### config.mk
export PLATFORM = sky130hd
export DESIGN_NAME = alu_lane_sched
export DESIGN_NICKNAME = d
export VERILOG_FILES = /design/src/rtl/alu_lane_sched.sv
export SDC_FILE = /design/constraint.sdc
export NUM_CORES = 1
export LEC_CHECK = 0
export BUFFER_PORTS_ARGS = -buffer_cell sky130_fd_sc_hd__buf_2
export CAP_MARGIN = 20
export CORE_MARGIN = 2
export CORE_UTILIZATION = 50
export DETAILED_ROUTE_END_ITERATION = 12
export PLACE_DENSITY = 0.79
export SLEW_MARGIN = 20
export SYNTH_ARGS = -nofsm -noshare
export SYNTH_HDL_FRONTEND = slang
export SYNTH_SLANG_ARGS = --single-unit
### constraint.sdc
create_clock -name wb_clk_i -period 1.87 [get_ports wb_clk_i]
set_input_delay 0 -clock wb_clk_i [delete_from_list [all_inputs] [get_ports wb_clk_i]]
set_output_delay 0 -clock wb_clk_i [all_outputs]
set_load 0.02 [all_outputs]
### src/rtl/alu_lane_sched.sv
// Round-robin scheduler sharing the two lanes of a dual ALU among NUM_REQ requesters.
// Ops are accepted on valid/ready, occupy a lane for ALU_LAT+1 cycles and return to their owner.
module alu_lane_sched #(
    parameter int NUM_REQ = 2,
    parameter int WIDTH   = 4,
    parameter int ALU_LAT = 1
) (
    input  logic                     wb_clk_i,
    input  logic                     wb_rst_ni,
    input  logic [NUM_REQ-1:0]       req_valid_i,
    output logic [NUM_REQ-1:0]       req_ready_o,
    input  logic [NUM_REQ*WIDTH-1:0] req_a_i,
    input  logic [NUM_REQ*WIDTH-1:0] req_b_i,
    input  logic [NUM_REQ*2-1:0]     req_op_i,
    output logic [NUM_REQ-1:0]       rsp_valid_o,
    input  logic [NUM_REQ-1:0]       rsp_ready_i,
    output logic [NUM_REQ*WIDTH-1:0] rsp_data_o,
    output logic [NUM_REQ-1:0]       rsp_carry_o,
    output logic [WIDTH-1:0]         alu_a0_o,
    output logic [WIDTH-1:0]         alu_b0_o,
    output logic [1:0]               alu_sel1_o,
    output logic [WIDTH-1:0]         alu_a1_o,
    output logic [WIDTH-1:0]         alu_b1_o,
    output logic [1:0]               alu_sel2_o,
    input  logic [WIDTH-1:0]         alu_out1_i,
    input  logic [WIDTH-1:0]         alu_out2_i,
    input  logic                     alu_carry1_i,
    input  logic                     alu_carry2_i,
    output logic [1:0]               lane_busy_o
);
    localparam int         PW    = (NUM_REQ > 1) ? $clog2(NUM_REQ) : 1;
    localparam logic [2:0] LAT_C = 3'(ALU_LAT);

    typedef enum logic {LANE_IDLE = 1'b0, LANE_EXEC = 1'b1} lane_state_t;

    lane_state_t              r_state     [2];
    lane_state_t              w_state_nxt [2];
    logic [2:0]               r_cnt       [2];
    logic [PW-1:0]            r_owner     [2];
    logic [WIDTH-1:0]         r_a         [2];
    logic [WIDTH-1:0]         r_b         [2];
    logic [1:0]               r_sel       [2];
    logic [PW-1:0]            w_disp_idx  [2];
    logic [WIDTH-1:0]         w_lane_out  [2];
    logic [1:0]               w_lane_carry;
    logic [1:0]               w_done;
    logic [1:0]               w_disp;

    logic [PW-1:0]            r_ptr;
    logic [PW-1:0]            w_ptr_nxt;
    logic [NUM_REQ-1:0]       r_outst;
    logic [NUM_REQ-1:0]       w_elig;
    logic [NUM_REQ-1:0]       w_grant;
    logic [NUM_REQ-1:0]       r_rsp_valid;
    logic [NUM_REQ-1:0]       r_rsp_carry;
    logic [NUM_REQ*WIDTH-1:0] r_rsp_data;
    logic [WIDTH-1:0]         w_req_a  [NUM_REQ];
    logic [WIDTH-1:0]         w_req_b  [NUM_REQ];
    logic [1:0]               w_req_op [NUM_REQ];
    int                       w_hits;
    int                       w_idx;

    for (genvar gi = 0; gi < NUM_REQ; gi++) begin : g_req
        assign w_req_a[gi]  = req_a_i[gi*WIDTH +: WIDTH];
        assign w_req_b[gi]  = req_b_i[gi*WIDTH +: WIDTH];
        assign w_req_op[gi] = req_op_i[gi*2 +: 2];
    end

    assign w_lane_out[0]   = alu_out1_i;
    assign w_lane_out[1]   = alu_out2_i;
    assign w_lane_carry    = {alu_carry2_i, alu_carry1_i};
    assign w_elig          = req_valid_i & ~r_outst;

    // Scan from the pointer with wrap: first eligible gets the lowest idle lane, second the other.
    always_comb begin
        w_hits        = 0;
        w_idx         = 0;
        w_grant       = '0;
        w_disp        = '0;
        w_disp_idx[0] = '0;
        w_disp_idx[1] = '0;
        w_ptr_nxt     = r_ptr;
        for (int k = 0; k < NUM_REQ; k++) begin
            w_idx = int'(r_ptr) + k;
            if (w_idx >= NUM_REQ) w_idx = w_idx - NUM_REQ;
            if (w_elig[PW'(w_idx)]) begin
                if (w_hits == 0 && (r_state[0] == LANE_IDLE || r_state[1] == LANE_IDLE)) begin
                    w_grant[PW'(w_idx)] = 1'b1;
                    w_ptr_nxt           = (w_idx == NUM_REQ - 1) ? '0 : PW'(w_idx + 1);
                    w_hits              = 1;
                    if (r_state[0] == LANE_IDLE) begin
                        w_disp[0]     = 1'b1;
                        w_disp_idx[0] = PW'(w_idx);
                    end else begin
                        w_disp[1]     = 1'b1;
                        w_disp_idx[1] = PW'(w_idx);
                    end
                end else if (w_hits == 1 && r_state[0] == LANE_IDLE && r_state[1] == LANE_IDLE) begin
                    w_grant[PW'(w_idx)] = 1'b1;
                    w_ptr_nxt           = (w_idx == NUM_REQ - 1) ? '0 : PW'(w_idx + 1);
                    w_hits              = 2;
                    w_disp[1]           = 1'b1;
                    w_disp_idx[1]       = PW'(w_idx);
                end
            end
        end
    end

    always_comb begin
        w_done = '0;
        for (int l = 0; l < 2; l++) begin
            w_state_nxt[l] = r_state[l];
            case (r_state[l])
                LANE_IDLE: if (w_disp[l]) w_state_nxt[l] = LANE_EXEC;
                LANE_EXEC: begin
                    if (r_cnt[l] == LAT_C) begin
                        w_done[l]      = 1'b1;
                        w_state_nxt[l] = LANE_IDLE;
                    end
                end
                default: w_state_nxt[l] = LANE_IDLE;
            endcase
        end
    end

    always_ff @(posedge wb_clk_i) begin
        if (!wb_rst_ni) begin
            r_ptr       <= '0;
            r_outst     <= '0;
            r_rsp_valid <= '0;
            r_rsp_data  <= '0;
            r_rsp_carry <= '0;
            for (int l = 0; l < 2; l++) begin
                r_state[l] <= LANE_IDLE;
                r_cnt[l]   <= '0;
                r_owner[l] <= '0;
                r_a[l]     <= '0;
                r_b[l]     <= '0;
                r_sel[l]   <= '0;
            end
        end else begin
            r_ptr <= w_ptr_nxt;
            for (int l = 0; l < 2; l++) begin
                r_state[l] <= w_state_nxt[l];
                if (w_disp[l]) begin
                    r_cnt[l]   <= '0;
                    r_owner[l] <= w_disp_idx[l];
                    r_a[l]     <= w_req_a[w_disp_idx[l]];
                    r_b[l]     <= w_req_b[w_disp_idx[l]];
                    r_sel[l]   <= w_req_op[w_disp_idx[l]];
                end else if (r_state[l] == LANE_EXEC) begin
                    r_cnt[l] <= r_cnt[l] + 3'd1;
                end
            end
            // A captured result never lands on a requester whose previous response is still pending.
            for (int i = 0; i < NUM_REQ; i++) begin
                if (r_rsp_valid[i] && rsp_ready_i[i]) begin
                    r_rsp_valid[i] <= 1'b0;
                    r_outst[i]     <= 1'b0;
                end
                if (w_grant[i]) r_outst[i] <= 1'b1;
                for (int l = 0; l < 2; l++) begin
                    if (w_done[l] && r_owner[l] == PW'(i)) begin
                        r_rsp_valid[i]               <= 1'b1;
                        r_rsp_data[i*WIDTH +: WIDTH] <= w_lane_out[l];
                        r_rsp_carry[i]               <= w_lane_carry[l];
                    end
                end
            end
        end
    end

    assign req_ready_o    = w_grant;
    assign rsp_valid_o    = r_rsp_valid;
    assign rsp_data_o     = r_rsp_data;
    assign rsp_carry_o    = r_rsp_carry;
    assign alu_a0_o       = r_a[0];
    assign alu_b0_o       = r_b[0];
    assign alu_sel1_o     = r_sel[0];
    assign alu_a1_o       = r_a[1];
    assign alu_b1_o       = r_b[1];
    assign alu_sel2_o     = r_sel[1];
    assign lane_busy_o[0] = (r_state[0] == LANE_EXEC);
    assign lane_busy_o[1] = (r_state[1] == LANE_EXEC);

endmodule

==> summary.md <==
| Metric | Value |
|---|---|
| Initial Utilization | `52.9%` |
| Placed Cells | `317` |
| Final core occ | `66.3%` |
| RePlAce Congestion | `0.747` |
| Clk_skew | `8.19 ps` |
| Worst IR Drop VDD | `642 µV` |
| Clock sinks | `44` |
| CP startpoint kind | `register` |
| Synth Area in Compound Gates | `14.6%` |
| Reg-to-reg startpoint | `r_cnt[0][1]$_SDFFCE_PN0P_` |
| Synthesized-area fraction occupied by and/or/nand/nor cells | `16.6%` |
| Area growth from synthesis to layout | `25.3%` |
| Slew Viols, Final | `0` |
| Synth Area per Inst | `10.4 µm²` |
| Drt wl/cell | `14.7 µm` |
| DRC | `0` |
| Cell Rows | `23` |
| Final total power | `2.39 mW` |
| Die height | `69.8 µm` |
| CTS tree | `built` |
| Post-DP HPWL | `3390 µm` |
| Xor/xnor cell area share of the yosys netlist | `1.97%` |
| FF-to-FF End | `rsp_data_o[1]$_SDFFE_PN0P_` |
| Total Neg Setup Slack | `0 ps` |
| Hold Violations, Final | `0` |
| Pre-CTS setup slack | `251 ps` |
| First-pass GRT wire length | `8000 µm` |
| CP max-delay cell | `dfxtp_1` |
| H-tree depth | `2` |
| Synth warn | `0` |
| CP max stage delay | `620 ps` |
| Total gr overflow | `0` |
| Slew @ Worst Pin | `534 ps` |
| Syn Nets | `248` |
| Core Region | `4090 µm²` |
| Power per standard cell area | `882 nW/µm²` |
| Port buffer count | `69` |
| 1st-iter DRT viols | `272` |
| Number of vias per cell | `5.49` |
| Leak Pwr | `1.21 nW` |
| Largest net degree at the start of global routing | `23` |
| Flop-to-flop setup slack | `210 ps` |
| Antenna Cells | `0` |
| Worst path bufs/invs | `1` |
| Post-synthesis cell type count | `40` |
| RSZ-0062 raised after global routing | `false` |
| Delay-heaviest family, CP | `flip-flops` |
| Cells after Synth | `207` |
| Crit path DAT | `1670 ps` |
| Worst-Skew Late Latency | `300 ps` |
| Post-route setup slack | `204 ps` |
| Setup violators final | `0` |
| Worst EP required | `1870 ps` |
| CP endpoint kind | `primary output` |
| Final non-filler cell total | `332` |
| Register area share after synthesis | `53.7%` |
| Total iterations of the first detailed-routing run | `4` |
| Die width | `69.8 µm` |
| Via count | `1824` |
| ANT nets after route | `0` |
| Largest family of logic cells by synthesized area | `simple AND/OR/NAND/NOR gates` |
| Vias in the first global route | `1733` |
| CTS max path bufs | `2` |
| Hold Crit Class | `in2reg` |
| Max-slew headroom | `64.2%` |
| Hold path depth | `3` |
| Ports | `72` |
| Yosys reg bits | `44` |
| CTS Buf Count | `5` |
| Adder-cell share of the synthesized area | `2.89%` |
| R2R depth | `5` |
| Crit-path cells | `nand2_1, ha_1, o21a_1, buf_2` |
| Period minus WS final | `1670 ps` |
| Setup CP Type | `reg2out` |
| Routed WL | `4890 µm` |
| Global-route usage over all layers | `20.9%` |
| Layout cell share with drive strength beyond 1 | `31.9%` |
| CTS root buffer | `clkbuf_8` |
| Die area | `4870 µm²` |
| Crit path max fanout | `12` |
| Multiplexer area fraction after synthesis | `4.63%` |
| Clock slew at reported path FFs | `80 ps` |
| Nets | `322` |
| Fmax | `600 MHz` |
| HP Start | `alu_out1_i[2]` |
| Worst setup path startpoint | `r_state[0][1]$_SDFF_PN0_` |
| Synthesized cell area | `2160 µm²` |
| Worst hold path endpoint | `rsp_data_o[6]$_SDFFE_PN0P_` |
| Period utilization | `89.1%` |
| Initial antenna violation count | `0` |
| Outcome | `finished clean` |
| Maxcap violations | `0` |
[where the power goes]
group	internal [mW]	switching [mW]
sequential	1.13	0.0588
combinational	0.187	0.295
clock	0.383	0.336
[synthesized netlist by cell type]
library cell	number	area share (%)
xnor2_1	2	0.81
ha_1	5	2.9
or2_1	1	0.29
a31oi_1	1	0.29
nand3_1	10	2.3
nor3b_1	1	0.35
nor2_1	8	1.4
buf_4	3	1.0
a21oi_1	33	7.6
nand3_2	1	0.46
nand4bb_1	2	1.0
xnor2_2	1	0.75
a21boi_0	1	0.35
and4bb_1	1	0.58
o21ai_1	9	2.1
nor2b_1	1	0.29
nor3_2	1	0.46
nand2_1	27	4.7
nor4bb_1	1	0.46
clkbuf_2	1	0.23
mux2i_1	10	4.6
nand4b_1	1	0.41
xor2_1	1	0.41
clkbuf_1	2	0.35
buf_2	6	1.4
conb_1	1	0.17
nand4b_4	1	1.1
or3_1	2	0.58
nor3_1	1	0.23
a311oi_1	1	0.41
nor3b_4	1	0.87
or3b_4	1	0.52
dfxtp_1	16	15
o22ai_1	2	0.58
edfxtp_1	28	39
inv_1	5	0.87
o21ai_0	11	2.5
o21a_1	2	0.69
buf_6	3	1.6
nand2b_1	2	0.58
[registers in the layout, indices dropped and copies added, names as in the netlist, named ones only]
name,flops
r_a,8
r_b,8
r_cnt,6
r_outst,1
r_owner,2
r_sel,4
r_state,2
rsp_carry_o,2
rsp_data_o,8
rsp_valid_o,2
[cell families after synthesis]
kind of cell / after synthesis
other cells: 1
simple gates: 63
flops: 44
fa+ha+maj: 5
compound gates: 60
xor+xnor: 4
buf+inv: 20
mux: 10
[how the worst max path moves through the flow]
stage                                             end  slack, ps  cells past startpoint
after global routing                   req_ready_o[0]         70                      4
after global placement    rsp_carry_o[0]$_SDFFE_PN0P_        310                      5
after CTS                 rsp_carry_o[0]$_SDFFE_PN0P_        220                      5
after floorplan               r_outst[0]$_SDFFE_PN0P_        300                      5
after detailed placement  rsp_carry_o[0]$_SDFFE_PN0P_        250                      5
final                                  req_ready_o[0]        200                      4
[metrics by stage]
| stage | hold WS (ps) | cell area, µm² |
|---|---|---|
| 4_1_cts | 0.947 | 2710 |
| 3_3_place_gp | 288 | 2520 |
| 3_5_place_dp | 296 | 2520 |
| 5_1_grt | 12.7 | 2710 |
| 6_report | 11.5 | 2710 |
| 2_1_floorplan | 138 | 2160 |
[per-layer routing]
| metal | part of all wire (%) | GRT usage [%] | routed length, µm |
|---|---|---|---|
| met1 | 40 | 25.8 | 1970 |
| met2 | 50 | 35.0 | 2440 |
| met3 | 8.9 | 7.12 | 433 |
| met4 | 0.94 | 5.56 | 46 |
| met5 | 0 | 0 | 0 |
[cells in the final DEF, fill, tap and decap left out, types with 2 or more instances in the layout]
cell type,n
a21oi_1,33
buf_2,69
buf_4,6
clkbuf_8,6
dfxtp_1,16
dlygate4sd3_1,7
edfxtp_1,28
ha_1,5
inv_1,5
mux2i_1,10
nand2_1,27
nand2b_1,2
nand3_1,10
nand4bb_1,2
nor2_1,8
o21a_1,2
o21ai_0,11
o21ai_1,9
o22ai_1,2
or3_1,2
xnor2_1,2
[timing repair]
item / 4_1_cts / 5_1_grt
hold endpoints to repair: 8 / 0
setup buffers: 0 / 0
hold buffers: 7 / 0
resized for setup: 0 / 0
[area by class of cell]
| cell class | instances | area [µm²] |
|---|---|---|
| clock inverter | 1 | 8.76 |
| clock buffer | 7 | 108 |
| fill | 348 | 1380 |
| sequential | 44 | 1160 |
| timing repair buffer | 82 | 460 |
| tap | 50 | 62.6 |
| multi-input combinational | 143 | 890 |
| inverter | 5 | 18.8 |
[worst min-delay path: stages]
cell and delay, ps:
buf_2 90, mux2i_1 60, a21oi_1 130
No activity file was read; power rests on OpenSTA's default activity.
